File: src/rtl/fft_pkg.sv
// ---------------------------------------------------------------------------
// fft_pkg
// Shared configuration and types for the FFT frame arbiter.
//   DATA_WIDTH  packed complex sample width carried by fft_core
//   FRAME_LEN   samples per frame (power of two)
//   NUM_REQ     number of requesters sharing the core
//   TAG_DEPTH   maximum frames in flight inside the core (power of two)
//   arb_state_t input-side FSM state
//   tag_t       requester index stored per in-flight frame
// ---------------------------------------------------------------------------
package fft_pkg;

    localparam int DATA_WIDTH = 50;
    localparam int FRAME_LEN  = 8;
    localparam int NUM_REQ    = 2;
    localparam int TAG_DEPTH  = 4;
    localparam int TAG_W      = (NUM_REQ > 1) ? $clog2(NUM_REQ) : 1;

    typedef enum logic {
        IDLE   = 1'b0,
        STREAM = 1'b1
    } arb_state_t;

    typedef logic [TAG_W-1:0] tag_t;

endpackage

File: src/rtl/fft_tag_fifo.sv
// ---------------------------------------------------------------------------
// fft_tag_fifo
// Synchronous FIFO holding the requester index of every frame that has been
// sent into the core and not yet fully returned.
//   clk        clock, rising edge
//   rst_n      asynchronous active-low reset (empties the FIFO)
//   push       write push_data (ignored when full)
//   push_data  tag to store
//   pop        discard the head entry (ignored when empty)
//   head       current head tag, combinational read
//   full/empty occupancy flags, derived from registered count only
// ---------------------------------------------------------------------------
module fft_tag_fifo #(
    parameter int WIDTH = fft_pkg::TAG_W,
    parameter int DEPTH = fft_pkg::TAG_DEPTH
) (
    input  logic             clk,
    input  logic             rst_n,
    input  logic             push,
    input  logic [WIDTH-1:0] push_data,
    input  logic             pop,
    output logic [WIDTH-1:0] head,
    output logic             full,
    output logic             empty
);
    import fft_pkg::*;

    localparam int PW = (DEPTH > 1) ? $clog2(DEPTH) : 1;

    logic [WIDTH-1:0] mem [DEPTH];
    logic [PW-1:0]    wr_ptr;
    logic [PW-1:0]    rd_ptr;
    logic [PW:0]      count;
    logic             do_push;
    logic             do_pop;

    assign full    = (count == (PW+1)'(DEPTH));
    assign empty   = (count == '0);
    assign do_push = push & ~full;
    assign do_pop  = pop & ~empty;
    assign head    = mem[rd_ptr];

    // DEPTH is a power of two, so the pointers wrap by plain overflow.
    always_ff @(posedge clk or negedge rst_n) begin
        if (!rst_n) begin
            wr_ptr <= '0;
            rd_ptr <= '0;
            count  <= '0;
        end else begin
            if (do_push) begin
                wr_ptr <= wr_ptr + 1'b1;
            end
            if (do_pop) begin
                rd_ptr <= rd_ptr + 1'b1;
            end
            case ({do_push, do_pop})
                2'b10:   count <= count + 1'b1;
                2'b01:   count <= count - 1'b1;
                default: count <= count;
            endcase
        end
    end

    always_ff @(posedge clk) begin
        if (do_push) begin
            mem[wr_ptr] <= push_data;
        end
    end

endmodule

File: src/rtl/fft_frame_arbiter.sv
// ---------------------------------------------------------------------------
// fft_frame_arbiter
// Shares one fft_core between NUM_REQ sample sources at frame granularity.
// Whole frames are granted round-robin and streamed into the core; the
// source index of each frame is queued so the matching result frame is
// steered back to the originating sink.
//
// State  | meaning
// -------+-----------------------------------------------------------------
// IDLE   | arbitration cycle; grant the next valid requester if a tag slot
//        | is free
// STREAM | pass the granted requester's frame to the core, FRAME_LEN beats
//
// Ports
//   clk_i, rst_i              clock / asynchronous active-low reset
//   s_signal_i, s_valid_i     requester samples, slice k = requester k
//   s_ready_o                 per-requester ready (only the granted one)
//   core_signal_o/valid_o     sample stream into fft_core
//   core_ready_i              fft_core input ready
//   core_signal_i/valid_i     result stream from fft_core
//   core_ready_o              result ready back to fft_core
//   m_signal_o, m_valid_o     result sample (shared) and one-hot sink valid
//   m_ready_i                 per-sink ready
//   busy_o                    frame being accepted or frames in flight
//   err_o                     sticky: core produced output with no tag queued
// ---------------------------------------------------------------------------
module fft_frame_arbiter #(
    parameter int DATA_WIDTH = fft_pkg::DATA_WIDTH,
    parameter int FRAME_LEN  = fft_pkg::FRAME_LEN,
    parameter int NUM_REQ    = fft_pkg::NUM_REQ,
    parameter int TAG_DEPTH  = fft_pkg::TAG_DEPTH
) (
    input  logic                          clk_i,
    input  logic                          rst_i,
    input  logic [NUM_REQ*DATA_WIDTH-1:0] s_signal_i,
    input  logic [NUM_REQ-1:0]            s_valid_i,
    output logic [NUM_REQ-1:0]            s_ready_o,
    output logic [DATA_WIDTH-1:0]         core_signal_o,
    output logic                          core_valid_o,
    input  logic                          core_ready_i,
    input  logic [DATA_WIDTH-1:0]         core_signal_i,
    input  logic                          core_valid_i,
    output logic                          core_ready_o,
    output logic [DATA_WIDTH-1:0]         m_signal_o,
    output logic [NUM_REQ-1:0]            m_valid_o,
    input  logic [NUM_REQ-1:0]            m_ready_i,
    output logic                          busy_o,
    output logic                          err_o
);
    import fft_pkg::*;

    localparam int TW = (NUM_REQ > 1) ? $clog2(NUM_REQ) : 1;
    localparam int CW = $clog2(FRAME_LEN);
    localparam logic [CW-1:0] LAST_BEAT = CW'(FRAME_LEN - 1);

    arb_state_t    state_q;
    arb_state_t    state_d;
    logic [TW-1:0] grant_q;
    logic [TW-1:0] last_grant_q;
    logic [TW-1:0] winner;
    logic [TW-1:0] head;
    logic [TW-1:0] cand_idx;
    logic [CW-1:0] in_cnt_q;
    logic [CW-1:0] out_cnt_q;
    logic          found;
    logic          do_grant;
    logic          in_beat;
    logic          out_beat;
    logic          pop;
    logic          fifo_full;
    logic          fifo_empty;
    logic          err_q;
    int            cand;

    // Round-robin search starting one past the previous winner.
    always_comb begin
        winner   = last_grant_q;
        found    = 1'b0;
        cand     = 0;
        cand_idx = '0;
        for (int i = 1; i <= NUM_REQ; i++) begin
            cand = int'(last_grant_q) + i;
            if (cand >= NUM_REQ) begin
                cand = cand - NUM_REQ;
            end
            cand_idx = TW'(cand);
            if (!found && s_valid_i[cand_idx]) begin
                found  = 1'b1;
                winner = cand_idx;
            end
        end
    end

    always_comb begin
        state_d       = state_q;
        do_grant      = 1'b0;
        in_beat       = 1'b0;
        s_ready_o     = '0;
        core_valid_o  = 1'b0;
        core_signal_o = s_signal_i[int'(grant_q)*DATA_WIDTH +: DATA_WIDTH];
        case (state_q)
            IDLE: begin
                // fifo_full comes from registered count: a pop in this same
                // cycle does not free a slot until the next one.
                if (found && !fifo_full) begin
                    do_grant = 1'b1;
                    state_d  = STREAM;
                end
            end
            STREAM: begin
                core_valid_o       = s_valid_i[grant_q];
                s_ready_o[grant_q] = core_ready_i;
                in_beat            = s_valid_i[grant_q] & core_ready_i;
                if (in_beat && (in_cnt_q == LAST_BEAT)) begin
                    state_d = IDLE;
                end
            end
            default: state_d = IDLE;
        endcase
    end

    // Output steering; with no tag queued the core is drained so a stray
    // result can never block it.
    always_comb begin
        m_valid_o    = '0;
        core_ready_o = 1'b1;
        out_beat     = 1'b0;
        pop          = 1'b0;
        if (!fifo_empty) begin
            m_valid_o[head] = core_valid_i;
            core_ready_o    = m_ready_i[head];
            out_beat        = core_valid_i & m_ready_i[head];
            pop             = out_beat && (out_cnt_q == LAST_BEAT);
        end
    end

    always_ff @(posedge clk_i or negedge rst_i) begin
        if (!rst_i) begin
            state_q      <= IDLE;
            grant_q      <= '0;
            last_grant_q <= TW'(NUM_REQ - 1);
            in_cnt_q     <= '0;
            out_cnt_q    <= '0;
            err_q        <= 1'b0;
        end else begin
            state_q <= state_d;
            if (do_grant) begin
                grant_q      <= winner;
                last_grant_q <= winner;
                in_cnt_q     <= '0;
            end else if (in_beat) begin
                in_cnt_q <= in_cnt_q + 1'b1;
            end
            if (pop) begin
                out_cnt_q <= '0;
            end else if (out_beat) begin
                out_cnt_q <= out_cnt_q + 1'b1;
            end
            if (core_valid_i && fifo_empty) begin
                err_q <= 1'b1;
            end
        end
    end

    fft_tag_fifo #(
        .WIDTH (TW),
        .DEPTH (TAG_DEPTH)
    ) u_tag_fifo (
        .clk       (clk_i),
        .rst_n     (rst_i),
        .push      (do_grant),
        .push_data (winner),
        .pop       (pop),
        .head      (head),
        .full      (fifo_full),
        .empty     (fifo_empty)
    );

    assign m_signal_o = core_signal_i;
    assign busy_o     = (state_q == STREAM) | ~fifo_empty;
    assign err_o      = err_q;

endmodule

File: config.mk
export PLATFORM = sky130hd
export DESIGN_NAME = fft_frame_arbiter
export DESIGN_NICKNAME = d
export VERILOG_FILES = /design/src/rtl/fft_pkg.sv /design/src/rtl/fft_tag_fifo.sv /design/src/rtl/fft_frame_arbiter.sv
export SDC_FILE = /design/constraint.sdc
export NUM_CORES = 1
export LEC_CHECK = 0
export CORE_AREA = 2 2 104 106
export DETAILED_ROUTE_END_ITERATION = 8
export DIE_AREA = 0 0 106 108
export PLACE_DENSITY = 0.7
export SETUP_SLACK_MARGIN = 0.15
export SLEW_MARGIN = 20
export SYNTH_ARGS = -nofsm -noshare
export SYNTH_HDL_FRONTEND = slang
export SYNTH_SLANG_ARGS = --single-unit
File: constraint.sdc
create_clock -name clk_i -period 2.8 [get_ports clk_i]
set_input_delay 0.56 -clock clk_i [delete_from_list [all_inputs] [get_ports clk_i]]
set_output_delay 0.56 -clock clk_i [all_outputs]
set_load 0.01 [all_outputs]
Yosys cells after proc, flatten, opt, wreduce, memory -nomap -nowiden
Memories as Yosys holds them, arrays and structs flattened.
Index checks and enable logic that the tools add are counted.
{ "op_classes": {"n_addsub": 10, "n_mul": 1, "div": 0, "n_lt_le_gt_ge": 8, "eq_ne": 5, "shift": 1, "muxes": 36, "bitwise": 10, "reduce_logical": 13} }
{ "ops": {"columns": ["op", "count"], "rows": [
  ["$shiftx A100 B8 Y50", 1],
  ["$mux W1", 26],
  ["$mux W3", 4],
  ["$add A3 B1 Y3 const B", 3],
  ["$eq A3 B3 Y1 const B", 3],
  ["$lt A1 B2 Y1 const B", 4],
  ["$logic_and A1 B1 Y1", 7],
  ["$mul A1 B5 Y6 const B", 1],
  ["$pmux W3 S2", 1],
  ["$reduce_bool A2 Y1", 3],
  ["$add A2 B1 Y2 const B", 2],
  ["$and A1 B1 Y1", 4],
  ["$and A2 B2 Y2", 2],
  ["$mux W2", 2],
  ["$add A1 B2 Y3 const B", 1],
  ["$ge A3 B2 Y1 const B", 1],
  ["$logic_not A3 Y1", 1],
  ["$not A1 Y1", 3],
  ["$sub A3 B1 Y3 const B", 1],
  ["$add A1 B1 Y2 const B", 1],
  ["$demux W1 S1", 2],
  ["$eq A2 B1 Y1 const B", 1],
  ["$eq A2 B2 Y1 const B", 1],
  ["$ge A1 B1 Y1 const B", 2],
  ["5 further kinds", 7]
]} }
{ "word_totals": {"reg_bits": 17, "latch_bits": 0, "ramBits": 4, "rom_bits": 0, "out_inout_bits": 108, "elab_cells": 94, "mem_count": 1} }
{ "memory_table": {"columns": ["memory", "depth", "width", "rd", "rd_ports_with_merged_regs", "wr", "line_no", "rtl"], "rows": [
  ["u_tag_fifo.mem", 4, 1, 1, 0, 1, "fft_tag_fifo.sv:30", "logic [WIDTH-1:0] mem [DEPTH];"]
]} }

Longest topological paths before layout
Gate-level depths: netlist of the first run.
{ "logic_depth": {"depth_word": 15, "mapped_depth": 9, "depth_no_buf": 9} }

By module
Synthesis of the first run repeated with hierarchy kept, for this count alone.
{ "unflattened": {"hier_cells": 205, "area_unflattened_um2": 2117.0} }
{ "by_module_without_submodules": {"columns": ["module", "n_inst", "cells_each", "area_per_inst_um2", "seq_area_each_um2"], "rows": [
  ["fft_frame_arbiter", 1, 163, 1534.0, 251.5],
  ["fft_tag_fifo", 1, 42, 583.1, 295.3]
]} }

Least setup slack after synthesis of the first run
OpenSTA, ideal clock, no wires.
{ "synth_path": {"path_type": "register to register", "from": "register u_tag_fifo.rd_ptr[0]", "to": "register u_tag_fifo.count[1]", "setup_time_ns": 0.125, "t_arrival_ns": 2.277, "required_ns": 2.675, "setup_slack_ns": 0.398, "stages_incl_launch_ff": 7, "n_path_buf": 0, "period_less_slack_ns": 2.402, "cell_sequence": "dfrtp_1 > mux4_2 > mux2i_4 > nor3_2 > ha_1 > fa_1 > mux2_2"} }
{ "synth_via": {"elab_chain_cells": 9, "elab_cells_between_ends": 11} }
{ "synth_lines": {"columns": ["element", "line_no", "rtl"], "rows": [
  ["start, declared", "fft_tag_fifo.sv:32", "logic [PW-1:0] rd_ptr;"],
  ["start signal, assigned", "fft_tag_fifo.sv:54", "rd_ptr <= rd_ptr + 1'b1;"],
  ["$mem_v2 Z4 W1 (*)", null, null],
  ["$mux W1 (not written as such) (*) (2 in a row)", "fft_frame_arbiter.sv:132", "out_beat = core_valid_i & m_ready_i[head];"],
  ["$and A1 B1 Y1 (*)", "fft_frame_arbiter.sv:132", null],
  ["$logic_and A1 B1 Y1 (*)", "fft_frame_arbiter.sv:133", "pop = out_beat && (out_cnt_q == LAST_BEAT);"],
  ["$mux W1 (*)", "fft_frame_arbiter.sv:129", "if (!fifo_empty) begin"],
  ["$and A1 B1 Y1 (*)", "fft_tag_fifo.sv:40", "assign do_pop = pop & ~empty;"],
  ["net u_tag_fifo.do_pop", "fft_tag_fifo.sv:35", "logic do_pop;"],
  ["$eq A2 B1 Y1 / $eq A2 B2 Y1 (equally long branches)", "fft_tag_fifo.sv:56", "case ({do_push, do_pop})"],
  ["$pmux W3 S2 / $reduce_bool A2 Y1 (equally long branches)", null, null],
  ["end signal, assigned", "fft_tag_fifo.sv:57", "2'b10: count <= count + 1'b1;"],
  ["end signal, assigned", "fft_tag_fifo.sv:58", "2'b01: count <= count - 1'b1;"],
  ["end signal, assigned", "fft_tag_fifo.sv:59", "default: count <= count;"],
  ["end, declared", "fft_tag_fifo.sv:33", "logic [PW:0] count;"]
]} }
The timed path passes the listed nets; every way through them passes the cells marked *. The select of a mux whose other input is x is not followed.
A chain may end at the register's enable or synchronous reset.

Worst setup path after layout of the first run
Ends and elaborated chain as after synthesis.

==> impl_results.md, run 1 <==
* Worst-Margin Slew at about 0.80 ns
* Startpoint Class: register
* Fin. Hold Viols at 0
* Switching pwr at between 0.8 and 0.9 mW
* Htree depth at 1
* Net count after synthesis at between 300 and 400
* CTS tree: built
* Max Clock Skew at between 0.005 and 0.006 ns
* Die footprint at ~11000 µm²
* Drt first pass iters at 4
* Largest net degree at the start of global routing at 23
* DP HPWL at about 5800 µm
* Post-synthesis async set-or-reset flop share at ~80%
* Setup ws final at between 0.2 and 0.25 ns
* CP Max Fanout at 3
* Cell Area, Synth at about 2100 µm²
* Crit path required time at 2.95 ns
* Max-Cap Viols at 0
* Vias in the first global route at slightly above 2k
* Int Pwr at between 1.5 and 2 mW
* P per Cell Area at between 600 and 700 nW/µm²
* Final instance area at 3680 µm²
* Gpl congestion at a little over 0.7
* Most used DFF post-synth: dfrtp_1
* DR iter-0 viols at 29
* Rel. slew slack at a little under half
* Place WS at approximately 0.18 ns
* Total clock sinks at 21
* Vias per std cell at 4.04
* Fraction of layout cells with a size suffix above 1 at 24.8%
* Hold Crit Class: register to register
* Worst-Skew Late Latency at between 0.2 and 0.3 ns
* Clock-pin transition on the worst setup and hold timing paths at ~0.08 ns
* Min Tclk post-route at 2.57 ns
* Placed Area at between 3000 and 4000 µm²
* Initial antenna violation count at 0
* Final setup viols at 0
* Initial Util at between 20% and 30%
* Ratio of final minimum period to clock period at a little over 90%
* Yosys reg bits at 21
* Post-synthesis average cell area at just over 10 µm²
* IO Port Bufs at approximately 170
* Most common library cell in the layout ignoring fill and taps: clkdlybuf4s50_1
* WL/cell at 14.6 µm
* Clock buffer depth at 2
* Sequential-to-total area share from yosys stat at a little over a quarter
* Number of CTS-inserted buffers at 3
* Achievable frequency at a little under 0.4 GHz
* Unrepaired setup endpoints after global routing: no
* Filler instances at about 1000
* Total number of vias at between 1.5k and 2k
* Most frequent cells in the layout: clkdlybuf4s50_1, mux2_2, dfrtp_1
* Syn Inst Count at about 200
* Critical path arrival at 2.72 ns
* Peak VDD IR at roughly 0.24 mV
* FF/Latch Area at around 550 µm²
* Clock power frac at just under 8%
* DRC viols at 0
* ANT nets after route at 0
* Crit path capture type: register
* Post-synth EDFFs at 4
* First-pass GRT wire length at roughly 10000 µm
* Area of the multi-input gates at approximately 1100 µm²
* Global route total overflow at 0
* Post-synth cell types at 34
* WS Path Type: register to register
* DIE WIDTH at 106 µm
* Routed WL at between 6000 and 7000 µm
* Ant diodes at 0
* Run status: completed
* Synthesis Warnings at 0
* Comb power frac at between 60% and 70%
* CTS hold repair buffers at 0
* Leak Pwr at 1.47 nW
* Area Overhead vs Synth at 78.1%
* Final slew viol count at 0
* Die height at approximately 110 µm
* Nets at 496
* Switching share of total power at about a third
* Num ports at about 270
* Flop pwr share at a little under a quarter
* Core ar. at 10200 µm²
* CTS root buffer: clkbuf_8
* GR Util All Layers at around 11%
* # rows at 37
* Fin Setup TNS at 0 ns
-- through the flow --
| stage | utilization, % | std cells | power (mW) | hold slack (ns) |
|---|---|---|---|---|
| final | 36.0 | 463 | 2.50 | 0.468 |
| after global routing | 36.0 | 463 | 2.69 | 0.504 |
| after CTS | 35.8 | 462 | 2.53 | 0.478 |
| after detailed placement | 35.2 | 456 | 2.30 | 0.459 |
| after global placement | 35.2 | 456 | 2.27 | 0.445 |
| after floorplan | - | 201 | 1.46 | 0.264 |
-- metal layers --
| metal | vias up | share of wire, % | global-route usage (%) |
|---|---|---|---|
| met5 | - | 0 | 0 |
| met4 | 0 | 3.0 | 3.67 |
| met3 | 30 | 10 | 4.64 |
| met2 | 100 | 52 | 19.7 |
| met1 | 852 | 35 | 11.8 |
| li1 | 888 | - | - |
-- worst paths after layout --
check                                     startpoint             endpoint  slack [ns]  cells after the start
worst max register to register  u_tag_fifo.rd_ptr[0]  u_tag_fifo.count[1]        0.23                      7
max in group asynchronous                      rst_i              grant_q        1.45                      1
min in group asynchronous                      rst_i              state_q        0.76                      1
worst max-delay path            u_tag_fifo.rd_ptr[0]  u_tag_fifo.count[1]        0.23                      7
worst min register to register                 err_o                err_o        0.47                      1
worst min-delay path                           err_o                err_o        0.47                      1
-- synthesized netlist by cell type (all sizes together), types with 2 or more instances --
cell type	number	share of area [%]
a21o	3	1.1
and2	5	1.5
and3	2	0.67
buf	50	18
clkbuf	8	1.5
dfrtp	16	19
edfxtp	4	5.8
ha	9	5.4
inv	5	0.91
mux2	52	28
mux2i	4	2.5
nand2	7	1.3
nor2	10	1.9
nor3	2	0.73
o21ai	5	1.2
o41ai	2	0.85
xnor2	3	1.3
xor2	3	1.3
-- critical path, stage by stage (launching register included) --
cell and delay [ns]:
dfrtp_1 0.39, mux4_2 0.58, mux2i_4 0.21, buf_4 0.15, nor3_4 0.21, ha_2 0.23
fa_1 0.41, mux2_2 0.28
-- power by group through the flow --
| stage | combinational, mW | sequential [mW] | clock (mW) |
|---|---|---|---|
| floorplan | 0.949 | 0.507 | 0 |
| global placement | 1.68 | 0.586 | 0 |
| detailed placement | 1.70 | 0.595 | 0 |
| CTS | 1.73 | 0.590 | 0.206 |
| global route | 1.85 | 0.613 | 0.223 |
| finish | 1.72 | 0.587 | 0.197 |
-- logic make-up (layout without fill, tap and decap cells) --
family                   count (synthesis)  count (layout)  share of synthesized area, %
AO/OA/AOI/OAI                           12              12                          3.75
XOR/XNOR                                 6               6                          2.54
adder cells (fa/ha/maj)                 10              10                          6.41
buffers and inverters                   63             189                          20.5
flip-flops                              21              21                          26.4
multiplexers                            57              57                          32.1
AND/OR/NAND/NOR                         32              32                          8.28
-- registers in the layout (all words and copies together), names as in the netlist --
signal / cells
err_o: 1
grant_q: 1
in_cnt_q: 3
last_grant_q: 1
out_cnt_q: 3
state_q: 1
u_tag_fifo.count: 3
u_tag_fifo.mem: 4
u_tag_fifo.rd_ptr: 2
u_tag_fifo.wr_ptr: 2
-- what timing repair did --
action / in CTS / in global routing
resized for setup: 0 / 4
endpoints found under the setup margin: 1 / 17
setup buffers: 2 / 1
-- cell type report --
| class | count | share of cell area, % |
|---|---|---|
| multi-input combinational | 117 | 30.1 |
| timing repair buffer | 180 | 48.6 |
| clock inverter | 1 | 0.136 |
| sequential | 21 | 14.9 |
| tap | 136 | 4.62 |
| clock buffer | 3 | 1.12 |
| inverter | 5 | 0.509 |
Note: power is estimated with default switching activity, not from simulation.
==> run 2, diff against run 1 <==
CORE_AREA = 2 2 102 104   (was 2 2 104 106)
DIE_AREA = 0 0 104 106   (was 0 0 106 108)
PLACE_DENSITY = 0.73   (was 0.7)
SYNTH_HIERARCHICAL = 1   (was unset)
==> run 2 against run 1 <==
Compared with the run above: area after synthesis rose by 2.3%; die area fell by 3.7%; sequential share of layout area fell by 0.11 points; worst hold slack got worse by 0.013 ns; first-iteration DRC count rose by 62%; cell area rose by 0.31%; synthesized cell count rose by 2.0%; critical endpoint is now u_tag_fifo/count[2]; largest cell class unchanged; largest power group unchanged.
==> impl_results.md, run 2 <==
* Fin Setup TNS at 0 ns
* Met2 Use GR at around a fifth
* Synthesis Warnings at 6
* CTS root buffer: clkbuf_8
* Biggest register: u_tag_fifo/mem
* Final setup viols at 0
* Num ports at ~270
* Most common library cell in the layout ignoring fill and taps: clkdlybuf4s50_1
* Synth top area share at between 20% and 30%
* Routed WL at about 7300 µm
* Rel. slew slack at 47.7%
* Achievable frequency at roughly 0.38 GHz
* Die height at 106 µm
* Most used DFF post-synth: dfrtp_1
* WL/cell at approximately 16 µm
* Net count after synthesis at around 370
* Fin. Hold Viols at 0
* Fraction of layout cells with a size suffix above 1 at between 20% and 30%
* Min Tclk post-route at ~2.6 ns
* Worst-Margin Slew at around 0.78 ns
* Vias in the first global route at approximately 2.0k
* Crit path capture type: register
* Most frequent cell after synthesis: mux2_2
* Max-Cap Viols at 0
* DIE WIDTH at roughly 100 µm
* Yosys reg bits at 21
* Sequential-to-total area share from yosys stat at between 20% and 30%
* DR iter-0 viols at 47
* Max reg flops at 4
* Run status: completed
* Total clock sinks at 21
* Syn Inst Count at between 200 and 250
* ANT nets after route at 0
* Vias per std cell at around 4
* Total number of vias at between 1.5k and 2k
* Initial Util at between 20% and 30%
* Number of CTS-inserted buffers at 3
* Synth top area cells: mux2_2, dfrtp_1, buf_4
* Post-synthesis async set-or-reset flop share at 81.0%
* First-pass GRT wire length at between 10000 and 15000 µm
* Area Overhead vs Synth at 74.6%
* Cell Area, Synth at 2120 µm²
* Final slew viol count at 0
* CTS tree: built
* Max Clock Skew at roughly 0.0015 ns
* Startpoint Class: register
* Die footprint at 11000 µm²
* Ratio of final minimum period to clock period at approximately 94%
* Critical path arrival at roughly 2.8 ns
* FF/Latch Area at between 500 and 600 µm²
* Busiest grt layer: met2
* Nets at between 400 and 500
* Most frequent cells in the layout: clkdlybuf4s50_1, mux2_2, dfrtp_1
* Global route total overflow at 0
* Crit path required time at 2.99 ns
* WS Path Type: register to register
* Largest net degree at the start of global routing at 35
* Initial antenna violation count at 4
* Post-synth EDFFs at 4
* Gpl congestion at between 0.7 and 0.8
* Core ar. at between 9000 and 10000 µm²
* Area of the multi-input gates at about 1100 µm²
* Post-synth cell types at 33
* Total power at between 2 and 3 mW
* Post-synthesis average cell area at 10.3 µm²
* Core Util, Final at 37.0%
* IO Port Bufs at ~170
* Largest area contributor in the netlist: mux2_2
* Drt first pass iters at 3
* Clock-pin transition on the worst setup and hold timing paths at around 0.070 ns
* # rows at 37
* GR Util All Layers at 12.7%
* Global Route met3 Usage at 7.05%
* DP HPWL at between 6000 and 7000 µm
* Met1 Use GR at 14.4%
* Unrepaired setup endpoints after global routing: yes
* Filler instances at between 1k and 1.5k
* CP Max Fanout at 3
* DRC viols at 0
* Clock buffer depth at 2
* Peak VDD IR at 0.355 mV
* P per Cell Area at between 600 and 700 nW/µm²
* Worst-Skew Late Latency at roughly 0.26 ns
* Post-synth top cells: mux2_2, buf_4, dfrtp_1
* Hold Crit Class: register to register
* Htree depth at 1
* Leak Pwr at 1.46 nW
==> run 2: changes by cell type in the layout (fill, tap and decap cells not counted), sizes merged, moves of 2 or more <==
cell,change
buf,-4
diode,+2
inv,+7
mux2i,+2
nand2,-3
==> run 2: path summary, 6_finish.rpt <==
| check | start | end | slack [ns] | cells after the start |
|---|---|---|---|---|
| max in group asynchronous | rst_i | grant_q | 1.51 | 1 |
| min | err_o | err_o | 0.46 | 1 |
| max | u_tag_fifo/rd_ptr[0] | u_tag_fifo/count[2] | 0.18 | 11 |
| min reg2reg | err_o | err_o | 0.46 | 1 |
| max reg2reg | u_tag_fifo/rd_ptr[0] | u_tag_fifo/count[2] | 0.18 | 11 |
| min in group asynchronous | rst_i | err_o | 0.75 | 1 |
==> run 2: worst max-delay path, stage by stage (launching register included) <==
cell	delay, ns
dfrtp_1	0.36
mux4_2	0.56
mux2i_4	0.21
nor2_2	0.14
and2_1	0.14
o31a_2	0.19
ha_4	0.15
inv_1	0.05
fa_2	0.33
xor2_1	0.15
nor2_1	0.12
xor2_1	0.14
==> run 2: what timing repair did <==
| action | 4_1_cts | 5_1_grt |
|---|---|---|
| endpoints found under the setup margin | 2 | 3 |
| buffers inserted | 3 | 4 |
| pin swaps | 0 | 3 |
| gates resized for setup | 2 | 5 |
| hold buffers | 0 | 0 |
==> run 2: per-stage QoR <==
| stage | cell area (µm²) | worst slack, ns | instances | hold slack, ns |
|---|---|---|---|---|
| floorplan | 2120 | 0.224 | 205 | 0.264 |
| global placement | 3560 | 0.109 | 454 | 0.451 |
| detailed placement | 3560 | 0.0607 | 454 | 0.443 |
| CTS | 3630 | 0.156 | 461 | 0.460 |
| global route | 3690 | 0.0538 | 465 | 0.479 |
| finish | 3700 | 0.180 | 467 | 0.455 |
==> run 2: logic make-up after synthesis <==
group	Yosys count	synth area share, %
AO/OA/AOI/OAI	12	3.72
XOR/XNOR	6	2.48
adder cells (fa/ha/maj)	10	6.26
buffers and inverters	68	21.3
flip-flops	21	25.8
multiplexers	60	32.3
AND/OR/NAND/NOR	28	8.16
==> run 2: power breakdown <==
group / leakage, nW / switching, mW / internal, mW
combinational: 1.20 / 0.688 / 1.08
clock: 0.0228 / 0.0955 / 0.101
sequential: 0.234 / 0.109 / 0.445
==> run 2: final cells by class <==
| class | count | area share [%] |
|---|---|---|
| Inverter | 12 | 1.22 |
| Clock buffer | 4 | 1.22 |
| Sequential cell | 21 | 14.8 |
| Timing Repair Buffer | 176 | 46.9 |
| Tap cell | 136 | 4.60 |
| Multi-Input combinational cell | 116 | 31.1 |
| Antenna cell | 2 | 0.135 |
==> run 2: routing by layer <==
layer | vias up | share of wire [%]
li1 | 894 | -
met1 | 867 | 39
met2 | 117 | 47
met3 | 15 | 12
met4 | 4 | 1.1
met5 | - | 0.35
==> run 3, diff against run 2 <==
CTS_CLUSTER_SIZE = 12   (was unset)
==> results of run 3 <==
Same layout as run 2: the final DEF is identical, and so are final timing and power.
==> variant 1: new RTL, flow settings as in run 2 <==
Make the reset (`rst_i` and `rst_n`) synchronous in 2 clocked blocks. Comments in the files are not updated.
--- a/src/rtl/fft_tag_fifo.sv
+++ b/src/rtl/fft_tag_fifo.sv
@@ -41,7 +41,7 @@
     assign head    = mem[rd_ptr];
 
     // DEPTH is a power of two, so the pointers wrap by plain overflow.
-    always_ff @(posedge clk or negedge rst_n) begin
+    always_ff @(posedge clk) begin
         if (!rst_n) begin
             wr_ptr <= '0;
             rd_ptr <= '0;
--- a/src/rtl/fft_frame_arbiter.sv
+++ b/src/rtl/fft_frame_arbiter.sv
@@ -134,7 +134,7 @@
         end
     end
 
-    always_ff @(posedge clk_i or negedge rst_i) begin
+    always_ff @(posedge clk_i) begin
         if (!rst_i) begin
             state_q      <= IDLE;
             grant_q      <= '0;
Formal check against the unedited RTL: differs if rst_i is asserted again (counterexample within 4 cycles, from zero or initial values and one cycle with rst_i low); with rst_i held inactive, the same outputs for 10 cycles.
==> variant 1 against run 2 <==
Area after synthesis rose by 1.9%. Count of clock-buffer cells in the layout fell by 1. Design area rose by 1.4%. Sequential cell count rose by 2. Worst setup slack got worse by 0.12 ns. First-iteration DRC count rose by 8.5%. Routed wire length rose by 6.8%. Critical path type unchanged. Critical endpoint is now u_tag_fifo/count[2]$_SDFFE_PN0P_. Largest cell class unchanged.
Power is not compared: it rests on default switching activity, and its combinational part moved more than twofold at a synthesized area within 25%.
==> variant 1: results (changes against run 2) <==
* Share of final layout cell area taken by non-clock buffers: 46.8% (was 46.9%)
* Proportion of synthesized chip area in sequential cells: 23.2% (was 25.8%)
- The net count after synthesis came to 399 (was 373).
* Number of standard cells in the layout, taps in and fillers out: 491 (was 467)
- Area share of fa/ha/maj cells after synthesis: 6.15% (was 6.26%)
- The area fraction in compound gates after synthesis came to 5.92% (was 3.72%).
- The share of layout cells above drive strength 1 was 22.4% (was 24.9%).
- Non-clock buffer count: 177 (was 176)
- Area contributors post-synth: sky130_fd_sc_hd__mux2_2, sky130_fd_sc_hd__buf_4, sky130_fd_sc_hd__dfxtp_1 (was sky130_fd_sc_hd__mux2_2, sky130_fd_sc_hd__dfrtp_1, sky130_fd_sc_hd__buf_4).
* Number of search-and-repair iterations in the first detailed-routing pass: 4 (was 3)
* Via count of the first global-routing pass: 2183 (was 1981)
- The number of cells in the design after placement is 481 (was 454).
* Share of synthesized flip-flops with an asynchronous set or reset: 0% (was 81.0%)
- Outcome: completed (unchanged).
- Largest net degree at the start of global routing: 40 (was 35)
- Fraction of area in clock buffers and inverters: 1.24% (was 1.22%)
* DP Area: 3650 µm² (was 3560 µm²)
- Post-cts resize count: 3 (was 2)
- Multi-input gates: 141 (was 116)
- Syn Inst Count: 231 (was 205)
- The iteration-0 DRC count of the detailed router was 51 (was 47).
* Number of fill cells: 1013 (was 1028)
* List of most frequent post-synthesis cells: sky130_fd_sc_hd__buf_4, sky130_fd_sc_hd__mux2_2, sky130_fd_sc_hd__dfxtp_1, sky130_fd_sc_hd__nand2_1, sky130_fd_sc_hd__o21ai_0 (was sky130_fd_sc_hd__mux2_2, sky130_fd_sc_hd__buf_4, sky130_fd_sc_hd__dfrtp_1, sky130_fd_sc_hd__inv_1, sky130_fd_sc_hd__ha_1)
- The initial antenna violation count was 2 (was 4).
* Seq/total area: 13.4% (was 14.8%)
==> variant 1: where the power goes <==
group          internal [mW]  switching, mW
registers              0.361         0.0210
logic                  0.423          0.234
clock network         0.0992          0.104
==> variant 1: final timing paths <==
kind,start,endpoint,slack [ns],cells past startpoint
worst max-delay path,u_tag_fifo/mem[1]$_DFFE_PP_,u_tag_fifo/count[2]$_SDFFE_PN0P_,0.06,11
worst min-delay path,out_cnt_q[2]$_SDFFE_PP0P_,out_cnt_q[2]$_SDFFE_PP0P_,0.48,2
worst max register to register,u_tag_fifo/mem[1]$_DFFE_PP_,u_tag_fifo/count[2]$_SDFFE_PN0P_,0.06,11
worst min register to register,out_cnt_q[2]$_SDFFE_PP0P_,out_cnt_q[2]$_SDFFE_PP0P_,0.48,2
==> variant 1: layer usage <==
metal  share of wire (%)  routed length (µm)  vias to the layer above
li1                    -                   -                      984
met1                  41                3190                      922
met2                  46                3620                      123
met3                  12                 961                       12
met4                0.94                  74                        0
met5                   0                   0                        -
==> variant 2: new RTL, config.mk and constraints of run 2 <==
Made on the original files. `TAG_DEPTH`: 4 -> 2.
--- a/src/rtl/fft_pkg.sv
+++ b/src/rtl/fft_pkg.sv
@@ -13,7 +13,7 @@
     localparam int DATA_WIDTH = 50;
     localparam int FRAME_LEN  = 8;
     localparam int NUM_REQ    = 2;
-    localparam int TAG_DEPTH  = 4;
+    localparam int TAG_DEPTH  = 2;
     localparam int TAG_W      = (NUM_REQ > 1) ? $clog2(NUM_REQ) : 1;
 
     typedef enum logic {
Function: same outputs for any inputs over 10 cycles, from zero or initial values and one cycle with rst_i low; that may be too few to reach the edited logic, so the function may still have changed.
==> variant 2 against run 2 <==
Global-route usage is 0.82 points lower. Routed wire length is 7.2% lower. Design area is 10% lower. Die area stayed put. Area after synthesis is 15% lower. Sequential cell count is 5 lower. Total power is 11% lower. Combinational power is 11% lower. Worst setup slack better by 0.076 ns. Critical path depth is 7 lower.
==> variant 2: results (changes against run 2) <==
- The half-perimeter wire length of the detailed placement result was 5910 µm (was 6350 µm).
- Worst IR Drop VDD: 0.328 mV (was 0.355 mV)
- P_leak: 1.29 nW (was 1.46 nW)
- Post-synth EDFFs: 2 (was 4)
- The number of distinct library cell variants in the gate-level netlist after synthesis is 26 (was 33).
* Kind of capture point of the worst setup path: primary output (was flip-flop)
- The transition at the pin with the smallest max-transition slack is 0.671 ns (was 0.782 ns).
- GRT Total Usage: 11.9% (was 12.7%)
* Critical-path cell with the highest stage delay: sky130_fd_sc_hd__clkdlybuf4s50_1 (was sky130_fd_sc_hd__mux4_2)
* Largest stage delay, worst path: 0.47 ns (was 0.56 ns)
- Final GP Congestion: 0.739 (was 0.780)
- Proportion of layout cells with a drive suffix above 1: 22.0% (was 24.9%)
- List of most frequent post-synthesis cells: sky130_fd_sc_hd__mux2_2, sky130_fd_sc_hd__buf_4, sky130_fd_sc_hd__dfrtp_1, sky130_fd_sc_hd__nor2_1, sky130_fd_sc_hd__inv_1 (was sky130_fd_sc_hd__mux2_2, sky130_fd_sc_hd__buf_4, sky130_fd_sc_hd__dfrtp_1, sky130_fd_sc_hd__inv_1, sky130_fd_sc_hd__ha_1).
* Category of cells accounting for the largest share of critical-path delay: multiplexers (unchanged)
* Proportion of synthesized chip area in sequential cells: 22.8% (was 25.8%)
- The first-pass GRT wire length came to 10100 µm (was 10900 µm).
- Clock tree skew after final layout: 0.00372 ns (was 0.00154 ns)
- Via count of the first global-routing pass: 1859 (was 1981)
* Initial antenna violation count: 3 (was 4)
- The detail-routed via count per cell was 3.97 (was 4.06).
- The largest fanout on the critical path was 4 (was 3).
- The average routed wire per standard cell came to 15.5 µm (was 15.7 µm).
- Final net count: 464 (was 498)
- Area contributors post-synth: sky130_fd_sc_hd__mux2_2, sky130_fd_sc_hd__buf_4, sky130_fd_sc_hd__dfrtp_1 (was sky130_fd_sc_hd__mux2_2, sky130_fd_sc_hd__dfrtp_1, sky130_fd_sc_hd__buf_4).
- The iteration count of the initial detailed-routing pass is 4 (was 3).
- The pin count of the biggest net entering global routing was 27 (was 35).
- The data arrival at the endpoint of the critical path was 1.98 ns (was 2.81 ns).
- Net count after synthesis: 347 (was 373)
- The count of instances resized after the clock tree is built came to 1 (was 2).
* Outcome: completed (unchanged)
==> variant 2: changes by cell type in the layout (fill, tap and decap cells not counted), moves of 2 or more <==
cell and change:
sky130_fd_sc_hd__inv_1 -5, sky130_fd_sc_hd__and2_1 -2, sky130_fd_sc_hd__edfxtp_1 -2, sky130_fd_sc_hd__ha_1 -3
sky130_fd_sc_hd__nor2_1 +3, sky130_fd_sc_hd__dfrtp_1 -3, sky130_fd_sc_hd__buf_4 -9, sky130_fd_sc_hd__and2_2 -2
==> variant 2: worst paths after layout <==
kind / to / slack, ns / startpoint / cells after the start
max: core_ready_o / 0.26 / u_tag_fifo/rd_ptr$_DFFE_PN0P_ / 4
min: err_o$_DFFE_PN0P_ / 0.46 / err_o$_DFFE_PN0P_ / 1
max reg2reg: u_tag_fifo/count[1]$_DFFE_PN0P_ / 0.66 / u_tag_fifo/rd_ptr$_DFFE_PN0P_ / 8
min reg2reg: err_o$_DFFE_PN0P_ / 0.46 / err_o$_DFFE_PN0P_ / 1
max in group asynchronous: grant_q$_DFFE_PN0P_ / 1.59 / rst_i / 1
min in group asynchronous: grant_q$_DFFE_PN0P_ / 0.72 / rst_i / 1
==> variant 2: power by group <==
part | switching [mW] | total (mW) | internal (mW) | leakage, nW
registers | 0.118 | 0.462 | 0.344 | 0.180
logic | 0.584 | 1.57 | 0.989 | 1.08
clock network | 0.0769 | 0.201 | 0.125 | 0.0288
==> variant 2: logic make-up (layout without fill, tap and decap cells) <==
kind of cell	Yosys count	after routing	share of synthesized area, %
buf+inv	63	179	24.0
mux	58	58	35.9
simple gates	26	26	7.57
flops	16	16	22.8
compound gates	11	11	3.82
fa+ha+maj	5	5	3.47
xor+xnor	5	5	2.43
other cells	0	3	0
==> variant 2: through the flow <==
step	cell area (µm²)	setup slack [ns]	cells	hold slack (ns)
floorplan	1800	0.815	184	0.264
global placement	3250	0.314	432	0.440
detailed placement	3250	0.302	432	0.447
CTS	3310	0.233	436	0.462
global route	3310	0.151	436	0.495
finish	3320	0.257	439	0.457
==> variant 2: routing by layer <==
| layer | vias to the layer above | share of wire, % | routed length [µm] | track usage (%) |
|---|---|---|---|---|
| li1 | 812 | - | - | - |
| met1 | 800 | 41 | 2820 | 14.4 |
| met2 | 115 | 43 | 2950 | 17.8 |
| met3 | 18 | 13 | 896 | 6.74 |
| met4 | 0 | 2.2 | 148 | 3.76 |
| met5 | - | 0 | 0 | 0 |
==> variant 2: cell type report <==
class / count / area [µm²]
diodes: 3 / 7.51
clock buffers: 4 / 55.1
fillers: 1017 / 6680
inverters: 7 / 26.3
multi-input cells: 105 / 958
flip-flops and latches: 16 / 415
well taps: 136 / 170
repair buffers: 168 / 1690
